==> src/rtl/exp_ci_pkg.sv <==
// Shared types and IEEE-754 constants for the exp custom-instruction controller.
package exp_ci_pkg;

    typedef enum logic [1:0] {
        IDLE = 2'd0,
        BUSY = 2'd1,
        DONE = 2'd2
    } state_t;

    localparam int unsigned EXP_W  = 8;
    localparam int unsigned MANT_W = 23;
    localparam int unsigned CNT_W  = 6;

    localparam logic [31:0] FP_ONE  = 32'h3F80_0000;
    localparam logic [31:0] FP_PINF = 32'h7F80_0000;
    localparam logic [31:0] FP_QNAN = 32'h7FC0_0000;
    localparam logic [31:0] FP_ZERO = 32'h0000_0000;

endpackage

==> src/rtl/exp_ci_special.sv <==
// Combinational classifier of IEEE-754 single operands whose exp() is known
// without the pipeline. Used only when EXP_CI_SPECIAL_BYPASS_EN is defined.
module exp_ci_special
    import exp_ci_pkg::*;
(
    input  logic [31:0] operand_i,
    output logic        is_special_o,
    output logic [31:0] special_val_o
);

    logic [EXP_W-1:0]  exp_f;
    logic [MANT_W-1:0] mant_f;
    logic              sign_f;

    assign sign_f = operand_i[31];
    assign exp_f  = operand_i[30:MANT_W];
    assign mant_f = operand_i[MANT_W-1:0];

    always_comb begin
        is_special_o  = 1'b0;
        special_val_o = FP_ZERO;
        if (exp_f == '1) begin
            is_special_o = 1'b1;
            if (mant_f != '0) begin
                special_val_o = FP_QNAN;
            end else if (sign_f) begin
                special_val_o = FP_ZERO;
            end else begin
                special_val_o = FP_PINF;
            end
        end else if (exp_f == '0 && mant_f == '0) begin
            is_special_o  = 1'b1;
            special_val_o = FP_ONE;
        end
    end

endmodule

==> src/rtl/exp_ci_ctrl.sv <==
// Multicycle Nios II CI controller for the single-precision exp pipeline.
// Define EXP_CI_SPECIAL_BYPASS_EN to short-circuit NaN/inf/zero operands.
module exp_ci_ctrl
    import exp_ci_pkg::*;
#(
    parameter int unsigned LATENCY = 17
) (
    input  logic        clk,
    input  logic        reset,
    input  logic        clk_en,
    input  logic        start,
    input  logic [31:0] dataa,
    output logic [31:0] result,
    output logic        done,
    output logic        busy,
    output logic [31:0] core_data,
    input  logic [31:0] core_result
);

    localparam logic [CNT_W-1:0] CNT_LAST = CNT_W'(LATENCY);

    state_t             state_q, state_d;
    logic [CNT_W-1:0]   cnt_q, cnt_d;
    logic [31:0]        result_q, result_d;
    logic [31:0]        core_data_q, core_data_d;

`ifdef EXP_CI_SPECIAL_BYPASS_EN
    logic        is_special;
    logic [31:0] special_val;

    exp_ci_special u_special (
        .operand_i     (dataa),
        .is_special_o  (is_special),
        .special_val_o (special_val)
    );
`endif

    always_ff @(posedge clk) begin
        if (reset) begin
            state_q     <= IDLE;
            cnt_q       <= '0;
            result_q    <= '0;
            core_data_q <= '0;
        end else begin
            state_q     <= state_d;
            cnt_q       <= cnt_d;
            result_q    <= result_d;
            core_data_q <= core_data_d;
        end
    end

    // The operand stays on core_data for the whole operation: the pipeline
    // has no enable, so a held input keeps core_result valid across stalls.
    always_comb begin
        state_d     = state_q;
        cnt_d       = cnt_q;
        result_d    = result_q;
        core_data_d = core_data_q;
        if (clk_en) begin
            case (state_q)
                IDLE: begin
                    if (start) begin
                        core_data_d = dataa;
                        cnt_d       = '0;
                        state_d     = BUSY;
`ifdef EXP_CI_SPECIAL_BYPASS_EN
                        if (is_special) begin
                            result_d = special_val;
                            state_d  = DONE;
                        end
`endif
                    end
                end
                BUSY: begin
                    cnt_d = cnt_q + 1'b1;
                    if (cnt_q == CNT_LAST) begin
                        result_d = core_result;
                        state_d  = DONE;
                    end
                end
                DONE:    state_d = IDLE;
                default: state_d = IDLE;
            endcase
        end
    end

    always_comb begin
        done      = (state_q == DONE);
        busy      = (state_q != IDLE);
        result    = result_q;
        core_data = core_data_q;
    end

endmodule

==> config.mk <==
export PLATFORM = sky130hd
export DESIGN_NAME = exp_ci_ctrl
export DESIGN_NICKNAME = d
export VERILOG_FILES = /design/src/rtl/exp_ci_pkg.sv /design/src/rtl/exp_ci_special.sv /design/src/rtl/exp_ci_ctrl.sv
export SDC_FILE = /design/constraint.sdc
export NUM_CORES = 1
export LEC_CHECK = 0
export BUFFER_PORTS_ARGS = -buffer_cell sky130_fd_sc_hd__clkbuf_2
export CAP_MARGIN = 10
export CORE_UTILIZATION = 31
export CTS_CLUSTER_SIZE = 28
export DETAILED_ROUTE_END_ITERATION = 7
export SLEW_MARGIN = 40
export SYNTH_ARGS = -nofsm -noshare
export SYNTH_HDL_FRONTEND = slang
export SYNTH_SLANG_ARGS = --single-unit
==> constraint.sdc <==
create_clock -name clk -period 2.2 [get_ports clk]
set_input_delay 0 -clock clk [delete_from_list [all_inputs] [get_ports clk]]
set_output_delay 0 -clock clk [all_outputs]
set_load 0.01 [all_outputs]
==> out/qor.csv <==
metric,value,unit
status,"finished, violations left",
violated checks,DRC,
PD cells,583.0,mW/mm2
Synth cell types,33,
clock skew,0.007783,ns
Pre-antenna DRT Iters,6,
Adder-Cell Fraction of Synth Area,0.8734,%
maximum vdd drop,0.2720,mV
xor and xnor area share after synthesis,0,%
Syn. warnings,0,
Peak Freq,0.5894,GHz
P_int,0.001905,W
main combinational cell family by area after synthesis,simple AND/OR/NAND/NOR gates,
Post-DRT Antenna Nets,0,
Final GP Congestion,0.7596,
port bufs,133,
worst-margin pin slew,0.6390,ns
Placement Rows,34,
die area,0.009631,mm2
area delta synth->final,51.66,%
# IOs,134,
Synth Area in Compound Gates,8.035,%
chip width,98.14,um
"EDFF count, synth",0,
GRT Total Usage,16.37,%
worst setup path end,result[21],
Critical Path AT,1.95,ns
Synth async-reset ratio,0,%
post-layout util,49.11,%
worst-case reg-to-reg path depth,3,
Avg Synthesized Cell Area,8.656,um2
Switching Share,24.80,%
post-synthesis mux area share,11.88,%
CTS tree,yes,
Max Root-Sink Buffers,2,
sequential element share of the synthesized area,50.31,%
CTS Buf Count,9,
initial antenna violation count,0,
clk sinks,72,
first-pass GRT wire length,12.67,mm
Crit path required time,2.45,ns
post-CTS setup buffers,0,
Hold WC Path Type,input pin to flip-flop,
Post-Synth Simple-Gate Area,22.58,%
combinational power share,12.8,%
fraction of layout cells with a size suffix above 1,29.58,%
Reg2Reg Launch Point,state_q[0],
Resized cells post-CTS,0,
syn_nets,401,
Post-DP Area,0.003541,mm2
max cap viols,0,
Worst-Skew Late Latency,0.33,ns
critical path class,flip-flop to flip-flop,
Fin. Hold Viols,0,
Synth Instances,331,
DRC,12,
vias in the first global route,2832,
final instance area,0.004345,mm2
hold path startpoint,start,
"Primary FF master, synth",dfxtp_1,
number of fillers in the final layout,826,
Setup TNS,0,ns
via count,2866,
Detail Placement HPWL,4.304,mm
antenna cells,0,
Post-CTS Hold Buffers,65,
die height,98.14,um
net switching power,0.0006282,W
register bit count reported by yosys,72,
1st-iter DRT viols,129,
Max Fanout on Critical Path,33,
CTS clock-pin slew for the worst setup and hold paths,0.08,ns
nets,590,
Slew headroom,57.40,%
grt ovf,0,
final slew viol count,0,
sequential group share of total power,53.3,%
# setup viols final,0,
Startpoint Class,flip-flop,
clock share of power,33.9,%
leakage power,1.889,nW
Reg2Reg Setup Slack,0.50,ns
Synth area leader,dfxtp_1,
initial core utilization,32.38,%
final WL,7.740,mm
vias per inst,4.535,
Mapped Area,0.002865,mm2
RSZ-0062 raised after global routing,no,
CORE AREA,0.008848,mm2
DR WL/cell,12.25,um
capture point of the worst reg-to-reg path,result[21],
final cycle utilization of the critical path,77.11,%
Root Driver,clkbuf_8,
ranking of synthesized cells by area,"dfxtp_1 (50%), nand2_1 (17%), mux2i_1 (12%), a21oi_1 (6.1%), buf_12 (2.1%)",
Worst setup EP type,flip-flop,
H-tree Lvls,3,
Yosys top cell area share,50.31,%
post-route minimum period,1.697,ns
largest net degree at the start of global routing,70,
Critical path origin,state_q[0],
## layout make-up
class	count	area, um2	share of cell area, %
inverter	3	11.26	0.2591
timing repair buffer	202	1346	30.98
multi-input combinational	232	1257	28.94
tap	108	135.1	3.110
clock inverter	4	22.52	0.5183
clock buffer	11	131.4	3.023
sequential	72	1441	33.17
## sequential cells by signal (all words and copies together), names as in the netlist
register   flops
cnt_q          6
result        32
state_q        2
core_data     32
## power groups by stage
stage / clock network, W / registers, W / logic [W]
after global routing: 0.000971 / 0.00135 / 0.000357
after detailed placement: 0 / 0.00138 / 0.000229
after global placement: 0 / 0.00138 / 0.000227
after CTS: 0.000913 / 0.00135 / 0.000320
final: 0.000858 / 0.00135 / 0.000325
after floorplan: 0 / 0.00139 / 0.000108
## layer usage
layer	wire length [um]	track usage, %	vias to the layer above
met4	95	7.003	0
met2	3718	28.66	106
met1	3267	18.16	1289
li1	-	-	1461
met3	659	5.369	10
met5	0	0	-
## cell usage in the layout, fill, tap and decap left out, types with 2 or more instances in the layout
master and count:
or4_1 2, o31ai_1 2, nand3_1 4, clkbuf_1 2
clkinv_2 3, buf_4 4, clkbuf_8 9, dlygate4sd3_1 65
mux2i_1 34, nor2_1 3, clkbuf_2 133, a21oi_1 35
o21ai_0 2, nor4_1 2, nand2_1 130, dfxtp_1 72
or3_1 2, ha_1 2, inv_1 2
## cell families after synthesis
| family | after synthesis |
|---|---|
| adders and majority gates | 2 |
| buffers and inverters | 27 |
| and+or+nand+nor | 153 |
| DFF | 72 |
| AOI/OAI and AO/OA | 43 |
| muxes | 34 |
## critical path, cell delays in order (launching register included)
cell and delay, ns:
dfxtp_1 0.46, and3b_1 0.24, and4_4 0.62, mux2i_1 0.27
## synthesized netlist by cell type, types with 2 or more instances
cell type,number
a21oi_1,35
buf_12,3
buf_2,10
clkbuf_1,9
dfxtp_1,72
ha_1,2
inv_1,2
mux2i_1,34
nand2_1,130
nand3_1,4
nor2_1,3
nor4_1,2
o21ai_0,2
o31ai_1,2
or3_1,2
or4_1,2
## stage by stage
stage          instances  power, W  setup slack [ns]  hold WS, ns
6_report             632  0.002533            0.5035       0.1215
5_1_grt              632  0.002683            0.3744       0.1359
4_1_cts              632  0.002583            0.5100      0.08963
3_5_place_dp         552  0.001610            0.5359       0.2295
3_3_place_gp         552  0.001606            0.6098       0.2221
2_1_floorplan        331  0.001499            0.8867       0.1003
## worst min-delay path by stage
stage,endpoint,cells after the start
detailed placement,core_data[17],3
finish,cnt_q[0],4
global route,cnt_q[0],4
floorplan,state_q[0],1
global placement,core_data[16],3
CTS,cnt_q[0],4
No activity file was read; power rests on OpenSTA's default activity.
